<file path="src/rtl/seg_scan_pkg.sv">
// Shared types and constants for the multiplexed seven-segment scan controller:
// scan-phase enum, segment bit positions and the hex font.
package seg_scan_pkg;

    typedef enum logic [1:0] {
        DEAD = 2'd0,
        ON   = 2'd1,
        OFF  = 2'd2
    } scan_state_t;

    // Bit positions inside the {dp,g,f,e,d,c,b,a} segment byte
    localparam int SEG_A  = 0;
    localparam int SEG_G  = 6;
    localparam int SEG_DP = 7;

    // Active-high gfedcba patterns, index 0 at the LSB end
    localparam logic [15:0][6:0] HEX_FONT = {
        7'h71, 7'h79, 7'h5E, 7'h39, 7'h7C, 7'h77, 7'h6F, 7'h7F,
        7'h07, 7'h7D, 7'h6D, 7'h66, 7'h4F, 7'h5B, 7'h06, 7'h3F
    };

endpackage

</file>
<file path="src/rtl/seg_hex_decode.sv">
// Combinational hex nibble + decimal point to active-high segment pattern.
// Output polarity is applied by the parent.
module seg_hex_decode
    import seg_scan_pkg::*;
(
    input  logic [3:0] i_nibble,
    input  logic       i_dp,
    output logic [7:0] o_pattern
);

    always_comb begin
        o_pattern                = '0;
        o_pattern[SEG_G:SEG_A]   = HEX_FONT[i_nibble];
        o_pattern[SEG_DP]        = i_dp;
    end

endmodule

</file>
<file path="src/rtl/seg_scan_ctrl.sv">
// Multiplexed seven-segment scan controller with frame-synchronous loading,
// leading-zero blanking, brightness PWM and dead time. Optional SEG_SCAN_BLINK_EN adds per-digit blink.
module seg_scan_ctrl
    import seg_scan_pkg::*;
#(
    parameter int NUM_DIGITS  = 8,
    parameter int SLOT_BITS   = 10,
    parameter int DEAD_CYCLES = 16,
    parameter int ACTIVE_LOW  = 1
) (
    input  logic                    clk,
    input  logic                    reset,
    input  logic [4*NUM_DIGITS-1:0] value,
    input  logic [NUM_DIGITS-1:0]   dp,
    input  logic                    load,
    input  logic                    lz_blank,
    input  logic [3:0]              brightness,
`ifdef SEG_SCAN_BLINK_EN
    input  logic [NUM_DIGITS-1:0]   blink_mask,
`endif
    output logic [NUM_DIGITS-1:0]   digit,
    output logic [7:0]              segment,
    output logic                    frame_start
);

    localparam int                   IDX_W    = (NUM_DIGITS > 1) ? $clog2(NUM_DIGITS) : 1;
    localparam logic [SLOT_BITS-1:0] CNT_MAX  = '1;
    localparam logic [SLOT_BITS-1:0] DEAD_END = SLOT_BITS'(DEAD_CYCLES);
    localparam logic [IDX_W-1:0]     IDX_LAST = IDX_W'(NUM_DIGITS - 1);
    localparam logic                 POL      = (ACTIVE_LOW != 0);

    logic [SLOT_BITS-1:0]    r_cnt;
    logic [IDX_W-1:0]        r_idx;
    logic [4*NUM_DIGITS-1:0] r_pend_val, r_disp_val;
    logic [NUM_DIGITS-1:0]   r_pend_dp, r_disp_dp;
    logic                    r_frame;
    logic [NUM_DIGITS-1:0]   r_digit;
    logic [7:0]              r_seg;
    scan_state_t             r_state, w_state;

    logic                    w_slot_wrap, w_frame_wrap;
    logic [3:0]              w_nib;
    logic                    w_dp;
    logic [7:0]              w_pat;
    logic [NUM_DIGITS-1:0]   w_lead;
    logic [NUM_DIGITS-1:0]   w_onehot;
    logic                    w_blank;
    logic                    w_blink_off;

    assign w_slot_wrap  = (r_cnt == CNT_MAX);
    assign w_frame_wrap = w_slot_wrap && (r_idx == IDX_LAST);

    // Counters and frame-synchronous pending -> display transfer
    always_ff @(posedge clk) begin
        if (reset) begin
            r_cnt      <= '0;
            r_idx      <= '0;
            r_pend_val <= '0;
            r_pend_dp  <= '0;
            r_disp_val <= '0;
            r_disp_dp  <= '0;
            r_frame    <= 1'b0;
        end else begin
            r_cnt   <= r_cnt + 1'b1;
            r_frame <= w_frame_wrap;
            if (w_slot_wrap)
                r_idx <= w_frame_wrap ? '0 : r_idx + 1'b1;
            if (load) begin
                r_pend_val <= value;
                r_pend_dp  <= dp;
            end
            if (w_frame_wrap) begin
                r_disp_val <= r_pend_val;
                r_disp_dp  <= r_pend_dp;
            end
        end
    end

`ifdef SEG_SCAN_BLINK_EN
    logic [NUM_DIGITS-1:0] r_pend_blink, r_disp_blink;
    logic [5:0]            r_fcnt;

    always_ff @(posedge clk) begin
        if (reset) begin
            r_pend_blink <= '0;
            r_disp_blink <= '0;
            r_fcnt       <= '0;
        end else begin
            if (load)
                r_pend_blink <= blink_mask;
            if (w_frame_wrap) begin
                r_disp_blink <= r_pend_blink;
                r_fcnt       <= r_fcnt + 1'b1;
            end
        end
    end

    assign w_blink_off = r_disp_blink[r_idx] && r_fcnt[5];
`else
    assign w_blink_off = 1'b0;
`endif

    // Phase FSM: once OFF, ON can only be re-entered after the slot wraps
    always_ff @(posedge clk) begin
        if (reset)
            r_state <= DEAD;
        else
            r_state <= w_state;
    end

    always_comb begin
        w_state = OFF;
        if (r_cnt < DEAD_END)
            w_state = DEAD;
        else if (((r_state != OFF) || (r_cnt == '0)) &&
                 (r_cnt[SLOT_BITS-1 -: 4] < brightness))
            w_state = ON;
    end

    // w_lead[i]: digit i and all higher digits are zero with no dp set
    always_comb begin
        logic v_run;
        v_run  = 1'b1;
        w_lead = '0;
        for (int i = NUM_DIGITS - 1; i >= 0; i--) begin
            v_run     = v_run && (r_disp_val[i*4 +: 4] == 4'h0) && !r_disp_dp[i];
            w_lead[i] = v_run;
        end
    end

    assign w_nib    = r_disp_val[{r_idx, 2'b00} +: 4];
    assign w_dp     = r_disp_dp[r_idx];
    assign w_onehot = {{(NUM_DIGITS-1){1'b0}}, 1'b1} << r_idx;
    assign w_blank  = (lz_blank && (r_idx != '0) && w_lead[r_idx]) || w_blink_off;

    seg_hex_decode u_decode (
        .i_nibble  (w_nib),
        .i_dp      (w_dp),
        .o_pattern (w_pat)
    );

    // Output register stage with pin polarity applied
    always_ff @(posedge clk) begin
        if (reset || (w_state != ON)) begin
            r_digit <= {NUM_DIGITS{POL}};
            r_seg   <= {8{POL}};
        end else begin
            r_digit <= POL ? ~w_onehot : w_onehot;
            r_seg   <= w_blank ? {8{POL}} : (POL ? ~w_pat : w_pat);
        end
    end

    assign digit       = r_digit;
    assign segment     = r_seg;
    assign frame_start = r_frame;

endmodule

</file>
<file path="config.mk">
export PLATFORM = sky130hd
export DESIGN_NAME = seg_scan_ctrl
export DESIGN_NICKNAME = d
export VERILOG_FILES = /design/src/rtl/seg_scan_pkg.sv /design/src/rtl/seg_hex_decode.sv /design/src/rtl/seg_scan_ctrl.sv
export SDC_FILE = /design/constraint.sdc
export NUM_CORES = 1
export LEC_CHECK = 0
export ABC_CLOCK_PERIOD_IN_PS = 5800
export BUFFER_PORTS_ARGS = -buffer_cell sky130_fd_sc_hd__buf_2
export CORE_ASPECT_RATIO = 0.5
export CORE_MARGIN = 8
export CORE_UTILIZATION = 29
export CTS_BUF_LIST = sky130_fd_sc_hd__clkbuf_16
export CTS_CLUSTER_DIAMETER = 60
export DETAILED_ROUTE_END_ITERATION = 16
export GPL_ROUTABILITY_DRIVEN = 0
export MAX_ROUTING_LAYER = met4
export PLACE_DENSITY_LB_ADDON = 0.1
export SETUP_SLACK_MARGIN = 0.5
export SYNTH_ARGS = -nofsm -noshare
export SYNTH_HDL_FRONTEND = slang
export SYNTH_SLANG_ARGS = --single-unit
</file>
<file path="constraint.sdc">
create_clock -name clk -period 5.8 [get_ports clk]
set_input_delay 0.29 -clock clk [delete_from_list [all_inputs] [get_ports clk]]
set_output_delay 0.29 -clock clk [all_outputs]
set_load 0.1 [all_outputs]
</file>
==> impl_summary.md, run 1 <==
Die
The starting utilization of the core area is between 20 and 30%. In this run the vertical extent of the chip is between 100 and 150 um. The number of ports placed on the die boundary is 65. Row generation in the floorplan step produced 33 rows. The width of the chip is 197 um. The die covers 21000 um2.

The region available for standard cell placement spans around 16000 um2.

Routing
The detailed-routing iteration count for the pre-antenna-repair pass is 4. The remaining design rule violation count is 0. The number of vias per cell after detailed routing is roughly 4.5.

The iteration-0 DRC count of the detailed router is slightly above 200. Dividing the detail-routed wire length by the instance count gives roughly 15 um. The routed layout has 3545 vias. Summed over all layers, the routed wires come to about 12000 um. The post-route antenna net violation count is 0.

Critical path
The maximum fanout count along the critical path is 16. STA classifies the critical path endpoint as a register. For the worst setup path, the data arrival time is just over 3 ns.

The worst setup path is launched from a register. By startpoint and endpoint, the worst setup path is classified as reg2reg. The data required time of the worst path is approximately 6 ns.

Final layout
The number of antenna repair diodes is 0. After the flow finishes, the layout carries non-filler instances totaling just under 800. The area of the multi-input gates is 2300 um2.

Summing all flip-flop and latch instances after layout gives between 2000 and 2500 um2. The final-layout fill cell count is about 1700. Relative to the synthesized area, the layout overhead comes to 16.1%. The post-route netlist has around 20% of its cells at a drive strength greater than 1. After the last flow step, the layout net total stands at around 610.

Run
The number of max-capacitance violations reported is 0.

Clock tree
The CTS root buffer is sky130_fd_sc_hd__clkbuf_16. The count of hold buffers inserted by post-cts repair is 0. The clock transition at the registers of the reported paths is 0.08 ns. The clock tree synthesis step divided the H-tree into 3 levels.

The TritonCTS clock tree is built. The total CTS buffers is 9. At the later pin of the worst-skew pair, clock insertion delay measures approximately 0.35 ns. In this run, post-CTS repair resized a total of 0 instances. The number of buffers added for setup after CTS is 0.

The CTS sink count is between 100 and 150. The largest buffer count on any clock path is 2.

Timing
The measured slew at the worst slew-check pin is 1.02 ns. For this run, the top clock speed supported by timing is between 0.3 and 0.4 GHz. The number of pins exceeding their max-slew limit in the final report is 0. The final critical path takes up 49.4% of the cycle. Setup repair after global routing left no endpoint under its margin.

The worst hold slack is approximately 0.17 ns. The final hold violation count is 0. The final-report setup violation count is 0. The max-slew headroom at the worst pin is a little under a third. The worst setup margin is a little under 3 ns.

The shortest clock period the worst path allows after layout is roughly 2.9 ns. The maximum clock skew at final layout is between 0.01 and 0.015 ns. In the final timing run, aggregate negative setup slack is 0 ns.

Synthesis
Counting every net in the synthesized netlist gives roughly 570. Counting distinct cell types in the post-synthesis netlist gives 53. The most common flop cell mapped by yosys is sky130_fd_sc_hd__dfxtp_1.

The count of yosys warnings during synthesis is 0. After synthesis the netlist holds a flip-flop and latch count of 112. A synthesized cell averages approximately 9.4 um2. The mapped netlist covers about 4800 um2.

The number of synthesized flops with an enable pin is 0. Of all flip-flops after synthesis, the portion carrying an async set or reset was 0%. The number of instances in the synthesized netlist is between 500 and 600. The register area share after synthesis is 47.0%.

Power and ir drop
The peak supply drop is 0.158 mV. Overall power consumption after layout is estimated at 1.51 mW. The total power density per cell area is between 200 and 300 nW/um2. For this design the static power due to leakage is approximately 2.2 nW.

GRT
The met3 demand-to-capacity share in global routing is 2.75%. The first global-routing pass estimated around 19000 um of wire. The number of antenna violations at the first check in global routing is 0. The total overflow reported by the global router is 0. The via count of the first global-routing pass is 3505.

The global router's overall resource usage is between 10% and 20%. The most crowded layer after global routing is met1. The maximum number of pins on one net before global-route repair is 95. The met1 usage in global routing is around 17%.

Global routing consumed, on the met2 layer, 15.9% of the routing resources.

Place
Buffers placed on the I/O ports in this run total between 60 and 70. The half-perimeter wire length after placement is ~8300 um. The cell count after placement is between 700 and 800.

Before CTS, the worst setup slack after placement is around 2.9 ns.

Outcome
The run finished with clean final reports.

Hold path
The tightest min-delay check is of the in2reg type.
## critical path, stage by stage, from the launching register on
cell and delay (ns):
sky130_fd_sc_hd__dfxtp_1 0.85, sky130_fd_sc_hd__mux4_2 0.59, sky130_fd_sc_hd__mux2i_1 0.46, sky130_fd_sc_hd__inv_1 0.13, sky130_fd_sc_hd__ha_1 0.27, sky130_fd_sc_hd__nand2b_1 0.16
sky130_fd_sc_hd__o211ai_1 0.13, sky130_fd_sc_hd__nand4_2 0.11
## sequential cells by signal, indices dropped and copies added, names as in the netlist
register	count
segment	8
r_pend_val	32
digit	8
r_disp_dp	8
frame_start	1
r_pend_dp	8
r_state	2
r_disp_val	32
r_cnt	10
r_idx	3
## cell usage after synthesis, types with 2 or more instances
cell type                    n  area [um2]
sky130_fd_sc_hd__a21o_1      3        22.5
sky130_fd_sc_hd__a21oi_1    46         230
sky130_fd_sc_hd__a31oi_1     3        18.8
sky130_fd_sc_hd__buf_1       6        22.5
sky130_fd_sc_hd__buf_2       7        35.0
sky130_fd_sc_hd__buf_4       2        15.0
sky130_fd_sc_hd__clkbuf_1   16        60.1
sky130_fd_sc_hd__clkbuf_8    2        27.5
sky130_fd_sc_hd__dfxtp_1   112        2240
sky130_fd_sc_hd__ha_1       16         200
sky130_fd_sc_hd__inv_1      12        45.0
sky130_fd_sc_hd__mux2i_1    46         460
sky130_fd_sc_hd__mux4_2      9         203
sky130_fd_sc_hd__nand2_1    91         342
sky130_fd_sc_hd__nand2b_1    2        12.5
sky130_fd_sc_hd__nand3_1    11        55.1
sky130_fd_sc_hd__nand3_2     7        70.1
sky130_fd_sc_hd__nand4_1     2        12.5
sky130_fd_sc_hd__nor2_1     57         214
sky130_fd_sc_hd__nor2b_1     2        12.5
sky130_fd_sc_hd__nor3_1      2        10.0
sky130_fd_sc_hd__nor4_1      3        18.8
sky130_fd_sc_hd__o211ai_1    3        22.5
sky130_fd_sc_hd__o21ai_0     3        15.0
sky130_fd_sc_hd__o22a_1      2        17.5
sky130_fd_sc_hd__or3_1       4        25.0
sky130_fd_sc_hd__or4_1       6        45.0
sky130_fd_sc_hd__xnor2_1     2        17.5
sky130_fd_sc_hd__xor2_1      4        35.0
## through the flow
step	area, um2	util [%]
2_1_floorplan	4770	-
3_3_place_gp	5220	32.2
3_5_place_dp	5220	32.2
4_1_cts	5540	34.1
5_1_grt	5540	34.1
6_report	5540	34.1
## layer usage
metal | wire length, um | share of wire [%]
met5 | 0 | 0
met3 | 443 | 3.8
met1 | 6320 | 55
met2 | 4710 | 41
met4 | 115 | 0.99
## where the power goes
part	leakage (nW)	switching [mW]	internal, mW
clock network	0.146	0.299	0.344
logic	1.13	0.0349	0.0328
registers	0.911	0.0112	0.787
## path summary, 6_finish.rpt
kind,start,to,slack (ns),cells past startpoint
max,r_idx[0]$_SDFFE_PP0P_,segment[3]$_SDFF_PP1_,2.94,7
min,value[17],r_pend_val[17]$_SDFFE_PP0P_,0.17,3
max reg2reg,r_idx[0]$_SDFFE_PP0P_,segment[3]$_SDFF_PP1_,2.94,7
min reg2reg,r_pend_val[2]$_SDFFE_PP0P_,r_disp_val[2]$_SDFFE_PP0P_,0.45,2
## layout make-up
cell class,count,area share (%)
Inverter,13,0.882
Timing Repair Buffer,67,6.19
Clock buffer,9,4.07
Clock inverter,7,1.58
Multi-Input combinational cell,346,41.6
Sequential cell,112,40.5
Tap cell,227,5.13
## cells by family (layout without fill, tap and decap cells)
family | after synthesis | in the layout | synth area share (%)
AO/OA/AOI/OAI | 71 | 71 | 9.29
XOR/XNOR | 6 | 6 | 1.10
adder cells (fa/ha/maj) | 16 | 16 | 4.20
buffers and inverters | 47 | 96 | 4.62
flip-flops | 112 | 112 | 47.0
multiplexers | 57 | 57 | 14.9
AND/OR/NAND/NOR | 196 | 196 | 18.8
## cell usage in the layout (no fill, tap or decap), drive strengths merged, types with 4 or more instances in the layout
master  count
inv        16
mux2i      47
or4         7
a21oi      46
clkbuf      9
dfxtp     112
mux4       10
nand2      91
xor2        4
or3         4
nand3      18
ha         16
buf        67
nor2       57
Note: power is estimated with default switching activity, not from simulation.
==> inputs of run 2 (changes only) <==
--- a/config.mk
+++ b/config.mk
@@ -5,7 +5,8 @@
 export SDC_FILE = /design/constraint.sdc
 export NUM_CORES = 1
 export LEC_CHECK = 0
-export ABC_CLOCK_PERIOD_IN_PS = 5800
+export ABC_AREA = 1
+export ABC_CLOCK_PERIOD_IN_PS = 2660
 export BUFFER_PORTS_ARGS = -buffer_cell sky130_fd_sc_hd__buf_2
 export CORE_ASPECT_RATIO = 0.5
 export CORE_MARGIN = 8
==> constraint.sdc (replaced) <==
create_clock -name clk -period 2.66 [get_ports clk]
set_input_delay 0.133 -clock clk [delete_from_list [all_inputs] [get_ports clk]]
set_output_delay 0.133 -clock clk [all_outputs]
set_load 0.1 [all_outputs]
==> run 2 against run 1 <==
- final area grew 7.3%
- synthesized cell count grew 31%
- clock skew grew 0.0021 ns
- via count grew 20%
- non-clock buffer count grew 29
- area after synthesis grew 3.0%
- register-to-register slack lost 2.2 ns
- critical path depth grew 6
- fmax grew 50%
- global-route usage grew 0.81 points
- sequential share of layout area shrank 2.7 points
- hold slack lost 0.16 ns
- critical endpoint unchanged
- highest routed layer unchanged
==> impl_summary.md, run 2 <==
Power and ir drop
The total power density per cell area came to 563 nW/um2 (+110%). The net switching power of the design is 779 uW (+130%). The proportion of total power due to net switching is 23.3% (+0.47 points). The clock network power share is 42.2% (-0.4 points).

The total leakage power came to 2.59 nW (+18%). The peak supply drop is 0.267 mV (+69%). The relative contribution of combinational cells to total power came to 5.5% (+1.0 points).

The share of total power in sequential cells is 52.3% (-0.6 points). The cell-internal power is 2.56 mW (+120%).

Synthesis
The netlist area before placement came to 4910 um2 (+3.0%). In the post-synthesis netlist, the cell with the most instances is sky130_fd_sc_hd__dfxtp_1. The number of distinct library cells after synthesis was 30 (-43%). Summed over all instances, the cell type with the most area after synthesis is sky130_fd_sc_hd__dfxtp_1. Sorting the synthesized cells by area gives the leading types as sky130_fd_sc_hd__dfxtp_1 46%, sky130_fd_sc_hd__nand2_1 8.3%, sky130_fd_sc_hd__nor2_1 7.9%. The number of synthesized flops with an enable pin is 0 (unchanged). The count of yosys warnings during synthesis is 0 (unchanged). The share of the synthesized area in the top cell type is 45.7% (-1.4 points).

In the synthesized netlist the dominant register cell turns out to be sky130_fd_sc_hd__dfxtp_1. The register area share after synthesis is 45.7% (-1.4 points). The total of flip-flops plus latches after synthesis came to 112 (unchanged). The number of nets produced by synthesis is 726 (+28%). The commonest cells after synthesis are 112 x sky130_fd_sc_hd__dfxtp_1, 108 x sky130_fd_sc_hd__nand2_1, 103 x sky130_fd_sc_hd__nor2_1, 64 x sky130_fd_sc_hd__inv_1, 57 x sky130_fd_sc_hd__a21oi_1. The number of instances in the synthesized netlist is 662 (+31%). The async set-reset flop share out of synthesis is 0% (unchanged). The synthesized area divided by synthesized cell count is 7.42 um2 (-21%).

Routing
The iteration-0 DRC count of the detailed router came to 260 (+27%). The remaining design rule violation count is 0 (unchanged). The detailed-routing iteration count for the pre-antenna-repair pass is 6 (+2).

The highest metal layer carrying signal wires in the routed design is met4. The number of vias in the routed layout is 4267 (+20%). The final routed wirelength across all metal layers is 12500 um (+7.8%).

The wire length on met2 came to 4940 um (+4.9%). The post-route antenna net violation count is 0 (unchanged). The detailed-routing wirelength on met1 is 6970 um (+10%).

The met3 layer wire length in the routed design is 478 um (+7.9%). The average wire per cell in the routed design is 12.9 um (-13%). The number of vias per cell after detailed routing was 4.42 (-2.7%).

Critical path
The data arrival time of the critical path is 2.13 ns (-0.92 ns). The depth of the most critical reg-to-reg path is 13 (+6). The kind of critical path is reg2reg. The maximum fanout count along the critical path is 25 (+9).

The worst reg2reg path endpoint is segment[3]$_SDFF_PP1_. The data required time of the worst path is 2.88 ns (-3.10 ns). STA classifies the critical path startpoint as a register. The critical register-to-register path startpoint is r_idx[0]$_SDFFE_PP0P_. The worst setup path is captured at a register. The worst setup slack for register-to-register paths was 0.75 ns (-2.19 ns).

Final layout
The share of final-layout standard cells stronger than drive strength 1 is 14.3% (-5.3 points). The area growth from synthesis to final layout is 20.9%. In the layout the commonest cells are 112 x sky130_fd_sc_hd__dfxtp_1, 108 x sky130_fd_sc_hd__nand2_1, 103 x sky130_fd_sc_hd__nor2_1.

The number of nets in the final layout was 798 (+30%). Leaving out fill and tap cells, the most frequent cell in the layout is sky130_fd_sc_hd__dfxtp_1. In the final layout, the registers with the most flip-flops are r_disp_val x32, r_pend_val x32, r_cnt x10. The number of antenna repair diodes is 0 (unchanged).

Timing
The total negative setup slack was 0 ns (unchanged). Setup repair after global routing left no endpoint under its margin. The max-slew headroom at the worst pin is 63.5% (+32 points).

The measured slew at the worst slew-check pin is 0.547 ns (-0.476 ns). The maximum clock skew at final layout is 0.0142 ns (+0.00211 ns). The final hold violation count is 0 (unchanged). The worst hold slack is 0.0140 ns (-0.157 ns). The final worst-path cycle share is 71.8% (+22 points). The highest clock rate came to 0.524 GHz (+50%). The final-report setup violation count is 0 (unchanged). The shortest clock period the worst path allows after layout is 1.91 ns (-0.954 ns). The number of pins exceeding their max-slew limit in the final report is 0 (unchanged).

GRT
The number of antenna violations at the first check in global routing is 0 (unchanged). The via count of the first global-routing pass is 4238 (+21%). The global router's overall resource usage is 12.5% (+0.81 points). The maximum number of pins on one net before global-route repair is 85 (-11%). The total overflow reported by the global router is 0 (unchanged). The wire length of the first global-routing pass was 21600 um (+12%).

Die
The height of the die is 108 um (+1.3%). The area of the core is 16500 um2 (+1.5%). The starting utilization of the core area is 29.8% (+0.43 points). The width of the chip is 200 um (+1.4%).

The number of ports placed on the die boundary came to 65 (unchanged). The die area was 21600 um2 (+2.7%). The row count is 33 (unchanged).

Clock tree
In this run the clock root is driven by a sky130_fd_sc_hd__clkbuf_16. The CTS sink count is 112 (unchanged). The total CTS buffers is 9 (unchanged). The largest buffer count on any clock path is 2 (unchanged). The TritonCTS clock tree is built.

The insertion delay to the later sink of the worst-skew pair came to 0.35 ns (about the same). The clock transition at the registers of the reported paths is 0.08 ns (about the same). The depth of the CTS H-tree is 3 (unchanged).

Hold path
The type of the most critical hold path is in2reg. The worst-case hold path end point is r_pend_val[19]$_SDFFE_PP0P_. The number of instances on the worst hold path is 3 (unchanged). The launch point of the worst hold path is value[19].

Outcome
The flow ran to the end, and the final reports show no timing, DRC or antenna violations.

Place
The total of buffers placed on input and output ports is 64 (unchanged). The half-perimeter wire length after placement is 9130 um (+9.7%).

Run
The number of max-capacitance violations reported came to 0 (unchanged).
[run 2: cell count changes in the layout (fill, tap and decap cells not counted), sizes merged, moves of 22 or more]
cell,change
nor2,+48
dlygate4sd3,+22
o21ai,+91
nand3,+27
mux2i,-47
inv,+50
[run 2: metal layers]
| metal | vias to the layer above | track usage [%] |
|---|---|---|
| met5 | - | - |
| met4 | 0 | 3.13 |
| met3 | 8 | 2.73 |
| met2 | 61 | 17.0 |
| met1 | 1914 | 18.2 |
| li1 | 2284 | - |
[run 2: metrics by stage]
stage	util [%]	area, um2	total power [mW]	worst slack, ns	std cells
6_report	36.0	5940	3.34	0.751	966
4_1_cts	35.9	5910	3.40	0.678	965
3_5_place_dp	32.6	5370	1.95	0.695	927
2_1_floorplan	-	4910	1.88	0.901	662
3_3_place_gp	32.6	5370	1.95	0.768	927
5_1_grt	36.0	5940	3.50	0.513	966
[run 2: cells by family after synthesis]
kind of cell,after synthesis,synth area share [%]
fa+ha+maj,16,4.08
flops,112,45.7
buf+inv,101,9.79
xor+xnor,2,0.357
compound gates,161,16.9
simple gates,270,23.2
[run 2: cell type report]
cell class	count	area, um2
tap	227	284
fill	1778	10500
timing repair buffer	96	653
sequential	112	2240
clock inverter	7	90.1
multi-input combinational	449	2190
clock buffer	9	225
inverter	66	251
[run 2: critical path, cell delays in order, from the launching register on]
cell	delay, ns
sky130_fd_sc_hd__dfxtp_1	0.42
sky130_fd_sc_hd__buf_4	0.29
sky130_fd_sc_hd__nand2_1	0.09
sky130_fd_sc_hd__o211ai_1	0.11
sky130_fd_sc_hd__nand2_1	0.08
sky130_fd_sc_hd__nand2_1	0.06
sky130_fd_sc_hd__nand2_1	0.12
sky130_fd_sc_hd__ha_1	0.24
sky130_fd_sc_hd__nand3_1	0.12
sky130_fd_sc_hd__nand2_1	0.07
sky130_fd_sc_hd__nand2_1	0.05
sky130_fd_sc_hd__nand2_1	0.05
sky130_fd_sc_hd__inv_1	0.05
sky130_fd_sc_hd__nand2_1	0.05
[run 2: how the worst max path moves through the flow]
stage | depth (start not counted) | from | to
4_1_cts | 9 | r_idx[1]$_SDFFE_PP0P_ | segment[3]$_SDFF_PP1_
5_1_grt | 13 | r_idx[0]$_SDFFE_PP0P_ | segment[3]$_SDFF_PP1_
3_5_place_dp | 9 | r_idx[1]$_SDFFE_PP0P_ | segment[3]$_SDFF_PP1_
2_1_floorplan | 14 | r_idx[0]$_SDFFE_PP0P_ | segment[3]$_SDFF_PP1_
6_report | 13 | r_idx[0]$_SDFFE_PP0P_ | segment[3]$_SDFF_PP1_
3_3_place_gp | 11 | r_idx[1]$_SDFFE_PP0P_ | segment[0]$_SDFF_PP1_
[run 2: timing repair]
action,CTS,global route
setup buffers,0,1
hold buffers,22,0
resized for setup,0,2
endpoints found under the hold margin,22,0
endpoints found under the setup margin,0,7
[run 2: power by group through the flow]
stage	Combinational (mW)	Sequential (mW)	Clock (mW)
floorplan	0.0994	1.78	0
global placement	0.161	1.79	0
detailed placement	0.162	1.79	0
CTS	0.188	1.75	1.47
global route	0.214	1.75	1.53
finish	0.184	1.75	1.41
==> inputs of run 3 (changes only) <==
--- a/config.mk
+++ b/config.mk
@@ -6,7 +6,7 @@
 export NUM_CORES = 1
 export LEC_CHECK = 0
 export ABC_AREA = 1
-export ABC_CLOCK_PERIOD_IN_PS = 2660
+export ABC_CLOCK_PERIOD_IN_PS = 1900
 export BUFFER_PORTS_ARGS = -buffer_cell sky130_fd_sc_hd__buf_2
 export CORE_ASPECT_RATIO = 0.5
 export CORE_MARGIN = 8
==> constraint.sdc (replaced) <==
create_clock -name clk -period 1.9 [get_ports clk]
set_input_delay 0.095 -clock clk [delete_from_list [all_inputs] [get_ports clk]]
set_output_delay 0.095 -clock clk [all_outputs]
set_load 0.1 [all_outputs]
==> run 3 against run 2 <==
- sequential cell count is the same
- worst setup slack lost 0.56 ns
- register-to-register slack lost 0.56 ns
- critical path depth shrank 3
- sequential share of layout area shrank 4.2 points
- core utilization grew 5.0 points
- global-route usage grew 0.97 points
- final area grew 14%
- sequential power grew 39%
- fmax grew 11%
- via count grew 6.8%
- critical path type unchanged
- highest routed layer unchanged
==> impl_summary.md, run 3 (synthesis gave the netlist of run 2 again) <==
Outcome
The flow ran to the end, and the final reports show no timing, DRC or antenna violations.

Critical path
The data arrival time of the critical path is 1.94 ns (-0.19 ns). The maximum fanout count along the critical path was 7 (-72%). The cell that appears most often on the critical path is sky130_fd_sc_hd__nand2_1. The critical register-to-register path startpoint is r_idx[0]$_SDFFE_PP0P_.

The kind of critical path is reg2reg. STA classifies the critical path endpoint as a register. The number of buffer and inverter instances along the worst setup path was 1 (-1). The depth of the most critical reg-to-reg path is 10 (-3). The kind of cell with the highest combined delay along the critical path is simple AND/OR/NAND/NOR gates.

On the critical path, the stage with the largest delay is an instance of sky130_fd_sc_hd__dfxtp_4. The delay of the slowest cell on the worst path is 0.41 ns (about the same). The data required time of the worst path is 2.12 ns (-0.76 ns). The critical path starts at r_idx[0]$_SDFFE_PP0P_. The number of cells on the critical path is 10 (-3).

STA classifies the critical path startpoint as a register. Walking the worst path, the cells encountered are buf_12 -> o211ai_1 -> nand2_1 -> nand2_2 -> nand2_4 -> ha_4 -> nand3_4 -> nand2_1 -> o21ai_1 -> nand2_1.

Timing
The highest clock rate is 0.584 GHz (+11%). The final-report setup violation count was 0 (unchanged). The shortest clock period the worst path allows after layout was 1.71 ns (-0.196 ns). The final worst-path cycle share is 90.1% (+18 points). The worst setup margin came to 0.188 ns (-0.564 ns).

The measured slew at the worst slew-check pin came to 0.499 ns (-0.0474 ns). The maximum clock skew at final layout is 0.0173 ns (+0.00311 ns). Setup repair after global routing could not meet its margin everywhere.

The total negative setup slack is 0 ns (unchanged). The number of pins exceeding their max-slew limit in the final report came to 0 (unchanged). The worst hold slack is 0.0384 ns (+0.0244 ns).

The max-slew headroom at the worst pin was 66.9% (+3.4 points). The final hold violation count was 0 (unchanged).

Clock tree
TritonCTS built the clock tree. The insertion delay to the later sink of the worst-skew pair is 0.35 ns (about the same). The clock transition at the registers of the reported paths was 0.07 ns (about the same).

The CTS root buffer is sky130_fd_sc_hd__clkbuf_16. The depth of the CTS H-tree is 3 (unchanged). The total CTS buffers was 9 (unchanged).

The CTS sink count is 112 (unchanged). The largest buffer count on any clock path came to 2 (unchanged).

Die
The area of the core is 16500 um2 (unchanged). The die area was 21600 um2 (unchanged). The height of the die is 108 um (unchanged). The starting utilization of the core area is 29.8% (unchanged). The row count is 33 (unchanged).

The number of ports placed on the die boundary came to 65 (unchanged). The width of the chip is 200 um (unchanged).

Routing
The detailed-routing iteration count for the pre-antenna-repair pass is 4 (-2). The final routed wirelength across all metal layers is 13700 um (+9.6%). The number of vias in the routed layout is 4556 (+6.8%).

The number of vias per cell after detailed routing is 4.47 (+1.2%). The remaining design rule violation count is 0 (unchanged). The average wire per cell in the routed design came to 13.4 um (+3.9%).

The iteration-0 DRC count of the detailed router is 213 (-18%). The post-route antenna net violation count is 0 (unchanged).

Hold path
The number of instances on the worst hold path was 2 (-1). In this run the most critical hold path is launched from reset. The path class of the tightest hold or removal check is in2reg.

GRT
The global router's overall resource usage is 13.5% (+0.97 points). The wire length of the first global-routing pass came to 23000 um (+6.8%). The number of antenna violations at the first check in global routing is 0 (unchanged). The via count of the first global-routing pass is 4610 (+8.8%).

The maximum number of pins on one net before global-route repair is 86 (+1.2%). The total overflow reported by the global router came to 0 (unchanged).

Power and ir drop
The total leakage power is 2.89 nW (+11%). The total power density per cell area is 692 nW/um2 (+23%). The peak supply drop is 0.446 mV (+67%).

Final layout
The number of antenna repair diodes is 0 (unchanged). The share of final-layout standard cells stronger than drive strength 1 is 24.9% (+11 points). The final-layout fill cell count is 1751 (-1.5%). In the layout the commonest cells are 103 x sky130_fd_sc_hd__dfxtp_1, 100 x sky130_fd_sc_hd__nor2_1, 94 x sky130_fd_sc_hd__nand2_1. The final core utilization was 41.0% (+5.0 points). Leaving out fill and tap cells, the most frequent cell in the layout is sky130_fd_sc_hd__dfxtp_1.

The largest registers in the layout are r_disp_val x32, r_pend_val x32, r_cnt x10. The area growth from synthesis to final layout is 37.7%. The number of nets in the final layout is 851 (+6.6%).

Place
The half-perimeter wire length after placement came to 9350 um (+2.4%). The total of buffers placed on input and output ports is 64 (unchanged). The worst setup slack after placement is 0.0522 ns (-0.643 ns).

Run
The number of max-capacitance violations reported came to 0 (unchanged).
run 3: cell count changes in the layout (fill, tap and decap cells not counted), sizes merged:
| cell | previous run | this run |
|---|---|---|
| buf | 74 | 109 |
| dlygate4sd3 | 22 | 40 |
| clkinvlp | 1 | 2 |
| inv | 66 | 65 |
run 3: area by class of cell:
cell class | instances | area [um2] | share of cell area (%)
Clock buffer | 9 | 225 | 3.33
Clock inverter | 7 | 80.1 | 1.18
Inverter | 66 | 260 | 3.85
Multi-Input combinational cell | 449 | 2460 | 36.4
Sequential cell | 112 | 2270 | 33.6
Tap cell | 227 | 284 | 4.20
Timing Repair Buffer | 149 | 1180 | 17.5
run 3: where the power goes:
| part | leakage, nW | switching, mW | internal [mW] |
|---|---|---|---|
| Sequential | 0.920 | 0.0399 | 2.40 |
| Clock | 0.150 | 0.909 | 1.04 |
| Combinational | 1.82 | 0.139 | 0.150 |
| Total | 2.89 | 1.09 | 3.59 |
run 3: worst reg2reg max path: cells and delay by family (launching register included):
family	cells	cell delay [ns]
adders and majority gates	1	0.18
DFF	1	0.41
AOI/OAI and AO/OA	2	0.37
and+or+nand+nor	6	0.49
buffers and inverters	1	0.15
run 3: final timing paths:
kind	slack [ns]	to
worst max-delay path	0.19	segment[5]$_SDFF_PP1_
worst min-delay path	0.04	r_idx[2]$_SDFFE_PP0P_
worst max register to register	0.19	segment[5]$_SDFF_PP1_
worst min register to register	0.45	r_cnt[0]$_SDFF_PP0_
run 3: what timing repair did:
| item | CTS | global route |
|---|---|---|
| hold endpoints to repair | 40 | 0 |
| cloned | 2 | 0 |
| setup endpoints to repair | 61 | 63 |
| setup buffers | 16 | 3 |
| hold buffers | 40 | 0 |
| pin swaps | 27 | 12 |
| gates resized for setup | 56 | 25 |
run 3: stage by stage:
step,std cells,instance area (um2),power (mW)
6_report,1019,6760,4.68
5_1_grt,1019,6760,4.89
4_1_cts,1016,6660,4.75
3_5_place_dp,942,5530,2.73
3_3_place_gp,942,5530,2.73
2_1_floorplan,662,4940,2.63
run 3: layer usage:
metal	up-vias	share of wire, %	GRT usage (%)
met5	-	0	-
met2	65	43	20.2
met3	12	2.7	2.63
li1	2396	-	-
met1	2083	53	18.3
met4	0	1.2	3.39
